==> config.mk <==
export PLATFORM = sky130hd
export DESIGN_NAME = axil_to_alrdwr
export DESIGN_NICKNAME = d
export VERILOG_FILES = /design/src/rtl/axil_to_alrdwr.sv
export SDC_FILE = /design/constraint.sdc
export NUM_CORES = 1
export LEC_CHECK = 0
export CAP_MARGIN = 40
export CORE_AREA = 4 4 100 102
export CTS_CLUSTER_SIZE = 30
export DETAILED_ROUTE_END_ITERATION = 6
export DIE_AREA = 0 0 104 106
export PLACE_DENSITY = 0.79
export SLEW_MARGIN = 0
export SYNTH_ARGS = -nofsm -noshare
export SYNTH_HDL_FRONTEND = slang
export SYNTH_SLANG_ARGS = --single-unit
==> constraint.sdc <==
create_clock -name clk -period 2.7 [get_ports clk]
set_input_delay 0.81 -clock clk [delete_from_list [all_inputs] [get_ports clk]]
set_output_delay 0.81 -clock clk [all_outputs]
set_load 0.01 [all_outputs]
==> src/rtl/axil_to_alrdwr.sv <==
// AXI4-Lite slave front-end for the AL BRAM port: joins AW+W into AL write beats, answers B locally,
// forwards AR and passes R through. Define AXIL_DECERR_EN to answer out-of-range addresses with DECERR.
module axil_to_alrdwr #(
  parameter int unsigned AXI_ADDR_WIDTH = 32,
  parameter int unsigned ADDR_WIDTH     = 12,
  parameter int unsigned DATA_BITS      = 2,
  parameter int unsigned DATA_WIDTH     = 8 << DATA_BITS,
  parameter int unsigned MAX_OUTST_WR   = 4,
  parameter int unsigned MAX_OUTST_RD   = 4
) (
  input  logic                          clk,
  input  logic                          rst_n,
  input  logic [AXI_ADDR_WIDTH-1:0]     s_axi_awaddr,
  input  logic                          s_axi_awvalid,
  output logic                          s_axi_awready,
  input  logic [DATA_WIDTH-1:0]         s_axi_wdata,
  input  logic [DATA_WIDTH/8-1:0]       s_axi_wstrb,
  input  logic                          s_axi_wvalid,
  output logic                          s_axi_wready,
  output logic [1:0]                    s_axi_bresp,
  output logic                          s_axi_bvalid,
  input  logic                          s_axi_bready,
  input  logic [AXI_ADDR_WIDTH-1:0]     s_axi_araddr,
  input  logic                          s_axi_arvalid,
  output logic                          s_axi_arready,
  output logic [DATA_WIDTH-1:0]         s_axi_rdata,
  output logic [1:0]                    s_axi_rresp,
  output logic                          s_axi_rvalid,
  input  logic                          s_axi_rready,
  output logic [ADDR_WIDTH-DATA_BITS-1:0] m_al_waddr,
  output logic [DATA_WIDTH-1:0]         m_al_wdata,
  output logic                          m_al_wvalid,
  input  logic                          m_al_wready,
  output logic [ADDR_WIDTH-DATA_BITS-1:0] m_al_araddr,
  output logic                          m_al_arid,
  output logic                          m_al_arvalid,
  input  logic                          m_al_arready,
  input  logic [DATA_WIDTH-1:0]         m_al_rdata,
  input  logic                          m_al_rvalid,
  output logic                          m_al_rready
);
  localparam int unsigned AL_AW  = ADDR_WIDTH - DATA_BITS;
  localparam int unsigned WCNT_W = $clog2(MAX_OUTST_WR + 1);
  localparam int unsigned RCNT_W = $clog2(MAX_OUTST_RD + 1);
  localparam logic [1:0]  RESP_OKAY   = 2'b00;
  localparam logic [1:0]  RESP_DECERR = 2'b11;

  logic              rdy_en_q, rdy_en_d;
  logic              aw_full_q, aw_full_d;
  logic [AL_AW-1:0]  aw_addr_q, aw_addr_d;
  logic              w_full_q, w_full_d;
  logic [DATA_WIDTH-1:0] w_data_q, w_data_d;
  logic              ar_full_q, ar_full_d;
  logic [AL_AW-1:0]  ar_addr_q, ar_addr_d;
  logic [WCNT_W-1:0] wr_cnt_q, wr_cnt_d;
  logic [RCNT_W-1:0] rd_cnt_q, rd_cnt_d;

  logic aw_hs, w_hs, ar_hs, b_hs;
  logic wr_join, wr_done, ar_fwd, al_ar_hs, al_r_take, oor_beat, ar_clear;
  logic unused_c;

  // Strobes and the address bits below/above the AL window carry no information here.
  assign unused_c = ^{s_axi_wstrb, s_axi_awaddr, s_axi_araddr};

  assign s_axi_awready = rdy_en_q && !aw_full_q;
  assign s_axi_wready  = rdy_en_q && !w_full_q;
  assign s_axi_arready = rdy_en_q && !ar_full_q;

  assign aw_hs = s_axi_awvalid && s_axi_awready;
  assign w_hs  = s_axi_wvalid && s_axi_wready;
  assign ar_hs = s_axi_arvalid && s_axi_arready;
  assign b_hs  = s_axi_bvalid && s_axi_bready;

  assign wr_join = aw_full_q && w_full_q && (wr_cnt_q < WCNT_W'(MAX_OUTST_WR));

  assign m_al_waddr  = aw_addr_q;
  assign m_al_wdata  = w_data_q;
  assign m_al_araddr = ar_addr_q;
  assign m_al_arid   = 1'b0;
  assign m_al_arvalid = ar_fwd;
  assign al_ar_hs    = ar_fwd && m_al_arready;

  assign s_axi_bvalid = (wr_cnt_q != '0);

  // R is a pass-through; AL beats are only honoured once the port is out of reset.
  assign al_r_take    = rdy_en_q && m_al_rvalid && s_axi_rready;
  assign m_al_rready  = rdy_en_q && s_axi_rready;
  assign s_axi_rvalid = (rdy_en_q && m_al_rvalid) || oor_beat;
  assign s_axi_rdata  = (rdy_en_q && !oor_beat) ? m_al_rdata : '0;
  assign s_axi_rresp  = oor_beat ? RESP_DECERR : RESP_OKAY;
  assign ar_clear     = al_ar_hs || (oor_beat && s_axi_rready);

`ifdef AXIL_DECERR_EN
  localparam int unsigned PTR_W = (MAX_OUTST_WR > 1) ? $clog2(MAX_OUTST_WR) : 1;

  logic                    aw_oor_q, aw_oor_d;
  logic                    ar_oor_q, ar_oor_d;
  logic [MAX_OUTST_WR-1:0] bfifo_q, bfifo_d;
  logic [PTR_W-1:0]        bwp_q, bwp_d, brp_q, brp_d;

  assign wr_done     = wr_join && (aw_oor_q || m_al_wready);
  assign m_al_wvalid = wr_join && !aw_oor_q;
  assign ar_fwd      = ar_full_q && !ar_oor_q && (rd_cnt_q < RCNT_W'(MAX_OUTST_RD));
  // Out-of-range read waits until every AL read has drained, keeping R in order.
  assign oor_beat    = rdy_en_q && ar_full_q && ar_oor_q && (rd_cnt_q == '0) && !m_al_rvalid;
  assign s_axi_bresp = (s_axi_bvalid && bfifo_q[brp_q]) ? RESP_DECERR : RESP_OKAY;

  always_comb begin
    aw_oor_d = aw_oor_q;
    ar_oor_d = ar_oor_q;
    bfifo_d  = bfifo_q;
    bwp_d    = bwp_q;
    brp_d    = brp_q;
    if (aw_hs) aw_oor_d = (s_axi_awaddr[AXI_ADDR_WIDTH-1:ADDR_WIDTH] != '0);
    if (ar_hs) ar_oor_d = (s_axi_araddr[AXI_ADDR_WIDTH-1:ADDR_WIDTH] != '0);
    if (wr_done) begin
      bfifo_d[bwp_q] = aw_oor_q;
      bwp_d = (bwp_q == PTR_W'(MAX_OUTST_WR - 1)) ? '0 : bwp_q + PTR_W'(1);
    end
    if (b_hs) brp_d = (brp_q == PTR_W'(MAX_OUTST_WR - 1)) ? '0 : brp_q + PTR_W'(1);
  end

  always_ff @(posedge clk or negedge rst_n) begin
    if (!rst_n) begin
      aw_oor_q <= 1'b0;
      ar_oor_q <= 1'b0;
      bfifo_q  <= '0;
      bwp_q    <= '0;
      brp_q    <= '0;
    end else begin
      aw_oor_q <= aw_oor_d;
      ar_oor_q <= ar_oor_d;
      bfifo_q  <= bfifo_d;
      bwp_q    <= bwp_d;
      brp_q    <= brp_d;
    end
  end
`else
  assign wr_done     = wr_join && m_al_wready;
  assign m_al_wvalid = wr_join;
  assign ar_fwd      = ar_full_q && (rd_cnt_q < RCNT_W'(MAX_OUTST_RD));
  assign oor_beat    = 1'b0;
  assign s_axi_bresp = RESP_OKAY;
`endif

  // Holding registers and outstanding-transaction counters.
  always_comb begin
    rdy_en_d  = 1'b1;
    aw_full_d = aw_full_q;
    aw_addr_d = aw_addr_q;
    w_full_d  = w_full_q;
    w_data_d  = w_data_q;
    ar_full_d = ar_full_q;
    ar_addr_d = ar_addr_q;
    if (aw_hs) begin
      aw_full_d = 1'b1;
      aw_addr_d = s_axi_awaddr[ADDR_WIDTH-1:DATA_BITS];
    end else if (wr_done) begin
      aw_full_d = 1'b0;
    end
    if (w_hs) begin
      w_full_d = 1'b1;
      w_data_d = s_axi_wdata;
    end else if (wr_done) begin
      w_full_d = 1'b0;
    end
    if (ar_hs) begin
      ar_full_d = 1'b1;
      ar_addr_d = s_axi_araddr[ADDR_WIDTH-1:DATA_BITS];
    end else if (ar_clear) begin
      ar_full_d = 1'b0;
    end
    wr_cnt_d = wr_cnt_q + WCNT_W'(wr_done) - WCNT_W'(b_hs);
    rd_cnt_d = rd_cnt_q + RCNT_W'(al_ar_hs) - RCNT_W'(al_r_take);
  end

  always_ff @(posedge clk or negedge rst_n) begin
    if (!rst_n) begin
      rdy_en_q  <= 1'b0;
      aw_full_q <= 1'b0;
      aw_addr_q <= '0;
      w_full_q  <= 1'b0;
      w_data_q  <= '0;
      ar_full_q <= 1'b0;
      ar_addr_q <= '0;
      wr_cnt_q  <= '0;
      rd_cnt_q  <= '0;
    end else begin
      rdy_en_q  <= rdy_en_d;
      aw_full_q <= aw_full_d;
      aw_addr_q <= aw_addr_d;
      w_full_q  <= w_full_d;
      w_data_q  <= w_data_d;
      ar_full_q <= ar_full_d;
      ar_addr_q <= ar_addr_d;
      wr_cnt_q  <= wr_cnt_d;
      rd_cnt_q  <= rd_cnt_d;
    end
  end
endmodule

Yosys cells after proc, flatten, opt, wreduce, memory -nomap -nowiden --
Index checks and enable logic that the tools add are counted.
Word-level totals: register bits after elaboration 62, bits in latches 0, RAM bits 0, memory bits (read-only) 0, bits of input ports 142, output and inout port bits 97, word-level logic and storage cells 43, memories kept 0
Cells by class: $add $sub $neg 4, $mul 0, div/mod/pow operators 0, magnitude comparators 2, eq/ne operators 0, shift operators 0, mux-type cells 6, bitwise logic cells 0, reductions and logical operators 22
Operator list (count):
- $mux 32 | 1
- $logic_and 1x1->1 | 15
- $add 3x1->3 | 2
- $lt 3x3->1 const B | 2
- $reduce_bool 2->1 | 3
- $sub 3x1->3 | 2
- $mux 1 | 5
- $logic_not 1->1 | 3
- $reduce_bool 3->1 | 1

Longest topological paths before layout --
Gate-level depths: netlist of the first run.
word-level depth 5, mapped depth 10, depth with buffers taken out 9

Least setup slack after synthesis of the first run --
No wires, ideal clock.
path type input -> register, from input m_al_wready, to register wr_cnt_q[2], library setup time 123 ps, arrival time 2162 ps, required time 2577 ps, setup slack 416 ps, stages on the path 9, path buffers 0, cell sequence and4b_1 > inv_1 > ha_1 > inv_1 > ha_1 > inv_1 > fa_1 > xnor2_1 > xnor2_1
Between the ends: cells in the longest elaborated chain, start to end 3
Ends and longest elaborated chain:
- from (decl) | line 33 | input logic m_al_wready,
- $logic_and 1x1->1 | line 139 | assign wr_done = wr_join && m_al_wready;
- $add 3x1->3 | line 173 | wr_cnt_d = wr_cnt_q + WCNT_W'(wr_done) - WCNT_W'(b_hs);
- $sub 3x1->3 | line 173
- named net wr_cnt_d[2] | line 55 | logic [WCNT_W-1:0] wr_cnt_q, wr_cnt_d;
- to (signal assigned) | line 196 | wr_cnt_q <= wr_cnt_d;
- to (decl) | line 55
The timed path passes the listed nets, and every way through them passes these cells. A chain may end at the register's enable or synchronous reset.

Final worst setup path of the first run --
from input m_al_rdata[10], to output s_axi_rdata[10]
Between the ends: cells in the longest elaborated chain, start to end 1
Ends and longest elaborated chain:
- from (decl) | line 38 | input logic [DATA_WIDTH-1:0] m_al_rdata,
- $mux 32 | line 89 | assign s_axi_rdata = (rdy_en_q && !oor_beat) ? m_al_rdata : '0;
- to (decl) | line 26 | output logic [DATA_WIDTH-1:0] s_axi_rdata,
No other way between the ends.

==> summary.md, run 1 <==
| Metric | Value |
|---|---|
| Status | complete, no violations |
| Final Setup Violations | 0 |
| Most frequent cells in the layout | clkdlybuf4s50_1 (150), dfrtp_1 (62), and2_1 (35) |
| Layout Skew | 0.00812 ns |
| Share of cells above drive strength 1 | 18.5% |
| Req. time, crit path | 1.89 ns |
| Largest net degree at the start of global routing | 36 |
| Grt ovf | 0 |
| Dpl hpwl | 6260 µm |
| Antenna Cells | 0 |
| # fillers | about 810 |
| DR DRC count | 0 |
| Commonest non-fill, non-tap cell in the layout | clkdlybuf4s50_1 |
| RSZ-0062 raised after global routing | no |
| Syn avg cell area | 14.2 µm² |
| Initial Utilization | 31.4% |
| Routed vias/inst | approximately 4.3 |
| Avg WL per Cell | about 15 µm |
| GPL Wtd Cong | 0.698 |
| Sequential share of power | 36.9% |
| CP endpoint kind | output pin |
| Worst skew pair latency | 0.33 ns |
| Worst Hold Class | flip-flop to flip-flop |
| Setup crit start | m_al_rdata[10] |
| Pre-Repair DR Iteration Count | 3 |
| Internal power | 3.19 mW |
| R2R Setup Slk | roughly 0.48 ns |
| Setup ws final | 0.196 ns |
| #FFs+latches synth | 62 |
| CTS tree | built |
| DIE AREA | between 0.01 and 0.015 mm² |
| Core Box Area | 0.00911 mm² |
| Pre-CTS setup slack | -0.0975 ns |
| Max-Cap Viols | 0 |
| Final hold viol count | 0 |
| Routed Wire Length | roughly 7800 µm |
| Global-route wire length before repair | 12400 µm |
| Maximum VDD drop | 488 µV |
| Vias | 2184 |
| Switch Pwr | 1.37 mW |
| Number of global-route vias before repair | 2442 |
| Core Rows | 35 |
| Area grow syn2layout | 72.4% |
| Leak | 2.31 nW |
| Pwr Total | between 4 and 5 mW |
| CP max FO | 1 |
| Period minus WS final | 2.50 ns |
| Max Fclk | 399 MHz |
| Number of antenna violations at the first check in global routing | 0 |
| CTS buffer count | 9 |
| Class of the most critical setup path | primary input to output pin |
| Clk sinks | 62 |
| Comb pwr share | 48.5% |
| Worst-case clock buffer depth | 2 |
| Relative slew slack | 55.5% |
| Die Wd | between 100 and 150 µm |
| Setup crit end | s_axi_rdata[10] |
| DIE HEIGHT | about 110 µm |
| Tcrit/Tclk final | 92.7% |
| Share of the yosys chip area belonging to registers | 54.3% |
| Synth unique cells | 22 |
| Slew Viols, Final | 0 |
| Cells after Synth | 201 |
| RR Startpoint | wr_cnt_q[2] |
| GRT Total Usage | 14.4% |
| Depth of the worst register-to-register path | 9 |
| Worst-margin pin slew | 0.667 ns |
| Clock share of power | 14.6% |
| Final nets | 539 |
| Synthesized cell area | 0.00286 mm² |
| Root Driver | clkbuf_8 |
| PortBufs | 185 |
| RR Endpoint | wr_cnt_q[2] |
| Antenna-violating nets left | 0 |
| Sw frac | 30.0% |
| H-tree Lvls | 3 |
| Worst setup SP type | primary input |
| I/O pin cnt | 239 |
| Reg clk slew, reported paths | 0.06 ns |
| Number of DRC markers in iteration 0 | 34 |
| Yosys warnings | 0 |
| WP data arrival | roughly 1.7 ns |
| Power Density | around 900 mW/mm² |
## per-stage QoR
step | hold WS [ns] | cell area, µm² | utilization, % | std cells | TNS, ns
6_report | 0.476 | 4930 | 54.1 | 506 | 0
3_5_place_dp | 0.471 | 4810 | 52.8 | 491 | -1.07
5_1_grt | 0.504 | 4930 | 54.1 | 506 | 0
4_1_cts | 0.484 | 4930 | 54.1 | 506 | 0
3_3_place_gp | 0.463 | 4810 | 52.8 | 491 | -0.828
2_1_floorplan | 0.446 | 2870 | - | 205 | 0
## timing repair
action / 4_1_cts / 5_1_grt
hold buffers: 0 / 0
endpoints found under the setup margin: 33 / 1
buffers inserted: 0 / 0
hold endpoints to repair: 0 / 0
gates resized for setup: 33 / 1
gates cloned: 0 / 0
## worst min-delay path by stage
stage                     start           to  slack (ns)  depth (start not counted)
floorplan           rd_cnt_q[2]  rd_cnt_q[2]        0.45                          1
global placement    rd_cnt_q[2]  rd_cnt_q[2]        0.46                          1
detailed placement  rd_cnt_q[2]  rd_cnt_q[2]        0.47                          1
CTS                 rd_cnt_q[2]  rd_cnt_q[2]        0.48                          1
global route        rd_cnt_q[0]  rd_cnt_q[0]        0.50                          1
finish              rd_cnt_q[2]  rd_cnt_q[2]        0.48                          1
## layout make-up
type,count,area [µm²],area share [%]
Tap cell,111,139,2.82
Clock buffer,10,128,2.59
Sequential cell,62,1550,31.5
Inverter,7,26.3,0.533
Clock inverter,5,27.5,0.558
Multi-Input combinational cell,121,1190,24.1
Timing Repair Buffer,190,1870,37.9
## routing by layer
layer / wire length [µm] / GRT usage, % / up-vias
met4: 76 / 3.13 / 0
met1: 3060 / 15.4 / 1012
met2: 3820 / 25.3 / 133
met5: 0 / 0 / -
met3: 807 / 7.35 / 6
li1: - / - / 1033
## synthesized netlist by cell type
master / count / area share (%)
conb_1: 2 / 0.26
nand2_1: 1 / 0.13
nand3b_4: 1 / 0.70
and3_1: 1 / 0.22
clkbuf_1: 4 / 0.53
a21oi_1: 4 / 0.70
xnor2_1: 4 / 1.2
buf_6: 3 / 1.2
inv_1: 7 / 0.92
nor2_1: 2 / 0.26
buf_4: 8 / 2.1
nand3b_1: 2 / 0.53
mux2_2: 22 / 8.7
and2_1: 35 / 7.7
or3_1: 1 / 0.22
and3b_1: 1 / 0.31
and4b_1: 1 / 0.35
ha_1: 4 / 1.8
dfrtp_1: 62 / 54
mux2_4: 30 / 16
fa_1: 2 / 1.4
nor2b_1: 4 / 0.88
## sequential cells by signal (all words and copies together) (netlist names)
register / flops
w_full_q: 1
ar_full_q: 1
aw_full_q: 1
wr_cnt_q: 3
rdy_en_q: 1
m_al_wdata: 32
m_al_waddr: 10
rd_cnt_q: 3
m_al_araddr: 10
## critical path, cell delays in order
cell	delay, ns
clkdlybuf4s50_1	0.46
and2_1	0.15
dlygate4sd2_1	0.27
## power by group through the flow
stage	Combinational, mW	Clock, mW	Sequential [mW]
finish	2.21	0.664	1.68
global route	2.37	0.745	1.75
CTS	2.25	0.697	1.69
detailed placement	2.27	0	1.69
global placement	2.22	0	1.68
floorplan	0.853	0	1.85
## cell families after synthesis
group / Yosys count / synth area share (%)
simple gates: 49 / 11.2
fa+ha+maj: 6 / 3.15
buf+inv: 22 / 4.73
other cells: 2 / 0.263
mux: 52 / 24.4
compound gates: 4 / 0.700
xor+xnor: 4 / 1.23
flops: 62 / 54.3
Note: power is estimated with default switching activity, not from simulation.
==> run 2: changes to the inputs <==
--- a/config.mk
+++ b/config.mk
@@ -11,6 +11,7 @@
 export DETAILED_ROUTE_END_ITERATION = 6
 export DIE_AREA = 0 0 104 106
 export PLACE_DENSITY = 0.79
+export SKIP_CTS_REPAIR_TIMING = 1
 export SLEW_MARGIN = 0
 export SYNTH_ARGS = -nofsm -noshare
 export SYNTH_HDL_FRONTEND = slang
==> run 2 against run 1 <==
Compared with the run above:
- count of clock-buffer cells in the layout stayed put
- power is 0.27% higher
- die area stayed put
- hold slack stayed put
- non-clock buffer count stayed put
- flip-flop and latch count stayed put
==> summary.md, run 2 (synthesis results as in run 1) <==
| Metric | Value |
|---|---|
| Sw frac | 29.9% (-0.062 points) |
| Grt ovf | 0 (unchanged) |
| DIE AREA | 0.0110 mm² (unchanged) |
| Number of antenna violations at the first check in global routing | 0 (unchanged) |
| DIE HEIGHT | 106 µm (unchanged) |
| Number of global-route vias before repair | 2443 (+0.041%) |
| Leak | 2.67 nW (+15%) |
| Vias | 2190 (+0.27%) |
| Final hold viol count | 0 (unchanged) |
| Setup_tns | 0 ns (unchanged) |
| Pre-Repair DR Iteration Count | 3 (unchanged) |
| Depth of the worst register-to-register path | 9 (unchanged) |
| Tcrit/Tclk final | 90.2% (-2.6 points) |
| Core Rows | 35 (unchanged) |
| Power Density | 904 mW/mm² (-2.2%) |
| GPL Wtd Cong | 0.698 (unchanged) |
| Clock share of power | 14.5% (about the same) |
| Number of DRC markers in iteration 0 | 41 (+21%) |
| Hold EP | rd_cnt_q[2] |
| Class of the most critical setup path | primary input to flip-flop |
| GRT Total Usage | 14.3% (-0.026 points) |
| PortBufs | 185 (unchanged) |
| CTS buffer count | 9 (unchanged) |
| Fin area | 0.00505 mm² (+2.5%) |
| Share of cells above drive strength 1 | 18.5% (unchanged) |
| Worst setup SP type | primary input |
| Finished Layout Cells | 506 (unchanged) |
| Routed vias/inst | 4.33 (+0.27%) |
| Reg clk slew, reported paths | 0.07 ns (about the same) |
| Largest net degree at the start of global routing | 36 (unchanged) |
| Root Driver | clkbuf_8 |
| H-tree Lvls | 3 (unchanged) |
| CP max FO | 2 (+1) |
| HP Start | rd_cnt_q[2] |
| RSZ-0062 raised after global routing | no |
| Setup crit start | m_al_wready |
| RR Startpoint | wr_cnt_q[2] |
| Met3 wire length | 790 µm (-2.1%) |
| Routed Wire Length | 7900 µm (+1.7%) |
| Worst skew pair latency | 0.33 ns (about the same) |
| Initial Utilization | 31.4% (unchanged) |
| Max-Cap Viols | 0 (unchanged) |
| Global-route wire length before repair | 12400 µm (-0.33%) |
| I/O pin cnt | 239 (unchanged) |
| Slew Viols, Final | 0 (unchanged) |
| M1 WL | 3130 µm (+2.2%) |
| CP endpoint kind | flip-flop |
| DP Area | 0.00481 mm² (unchanged) |
| Commonest non-fill, non-tap cell in the layout | clkdlybuf4s50_1 |
| Max FFs per register | 32 (unchanged) |
| Core Box Area | 0.00911 mm² (unchanged) |
| Pwr Total | 4.57 mW (+0.27%) |
| Worst Hold Class | flip-flop to flip-flop |
| Final Setup Violations | 0 (unchanged) |
| Met2 routed WL | 3900 µm (+2.2%) |
| Worst-case clock buffer depth | 2 (unchanged) |
| Req. time, crit path | 2.92 ns (+1.03 ns) |
| Status | complete, no violations |
| Top layer in use | met4 |
| Placed insts | 491 (unchanged) |
| Final nets | 539 (unchanged) |
| Final hold slack | 0.476 ns (unchanged) |
| R2R Setup Slk | 0.48 ns (about the same) |
| Relative slew slack | 55.5% (about the same) |
| Switch Pwr | 1.37 mW (about the same) |
| Antenna Cells | 0 (unchanged) |
| Period minus WS final | 2.43 ns (-0.0697 ns) |
| WHS Path Cells | 1 (unchanged) |
| DR DRC count | 0 (unchanged) |
| Comb pwr share | 48.6% (about the same) |
| CTS tree | built |
| Clk sinks | 62 (unchanged) |
| RR Endpoint | wr_cnt_q[2] |
| Worst-margin pin slew | 0.668 ns (+0.000734 ns) |
| Avg WL per Cell | 15.6 µm (+1.7%) |
| Die Wd | 104 µm (unchanged) |
| WP data arrival | 2.66 ns (+0.97 ns) |
| Antenna-violating nets left | 0 (unchanged) |
| Area grow syn2layout | 76.8% |
| Dpl hpwl | 6260 µm (unchanged) |
| Layout Skew | 0.00814 ns (+0.0000230 ns) |
| Sequential share of power | 36.8% (about the same) |
| Internal power | 3.20 mW (+0.36%) |
| Most frequent cells in the layout | clkdlybuf4s50_1 (150), dfrtp_1 (62), and2_1 (35) |
| Max Fclk | 411 MHz (+2.9%) |
| Maximum VDD drop | 489 µV (about the same) |
-- run 2: cell count changes in the layout (fill, tap and decap cells not counted) --
cell            change
dlygate4sd2_1      -33
dlymetal6s2s_1     +33
-- run 2: worst max-delay path by stage --
stage	end	slack, ns	cells past startpoint
final	wr_cnt_q[2]	0.27	10
after global placement	s_axi_rdata[10]	-0.09	3
after CTS	s_axi_rdata[10]	-0.09	3
after global routing	wr_cnt_q[2]	0.13	10
after floorplan	wr_cnt_q[2]	0.42	9
after detailed placement	s_axi_rdata[10]	-0.1	3
-- run 2: area by class of cell --
cell class | count | area (µm²)
Clock buffer | 10 | 128
Clock inverter | 5 | 27.5
Fill cell | 765 | 4060
Inverter | 7 | 26.3
Multi-Input combinational cell | 121 | 1190
Sequential cell | 62 | 1550
Tap cell | 111 | 139
Timing Repair Buffer | 190 | 1990
-- run 2: critical path, cell delays in order --
cell and delay [ns]:
clkdlybuf4s50_1 0.46, and4b_1 0.21, inv_1 0.05, ha_1 0.26, inv_1 0.06, ha_1 0.13
inv_1 0.05, fa_1 0.37, xnor2_1 0.14, xnor2_1 0.12
-- run 2: power by group through the flow --
stage / clock network [mW] / logic [mW] / registers [mW]
global placement: 0 / 2.22 / 1.68
finish: 0.664 / 2.22 / 1.68
floorplan: 0 / 0.853 / 1.85
global route: 0.745 / 2.38 / 1.75
CTS: 0.697 / 2.27 / 1.69
detailed placement: 0 / 2.27 / 1.69
-- run 2: per-stage QoR --
| step | utilization (%) | setup WS [ns] |
|---|---|---|
| after floorplan | - | 0.416 |
| after global placement | 52.8 | -0.0875 |
| after detailed placement | 52.8 | -0.0975 |
| after CTS | 54.5 | -0.0936 |
| after global routing | 55.5 | 0.128 |
| final | 55.5 | 0.266 |
-- run 2: per-layer routing --
layer  track usage, %  up-vias
met5                0        -
met4             3.13        0
met3             7.29        6
met2             25.4      133
met1             15.3     1020
li1                 -     1031
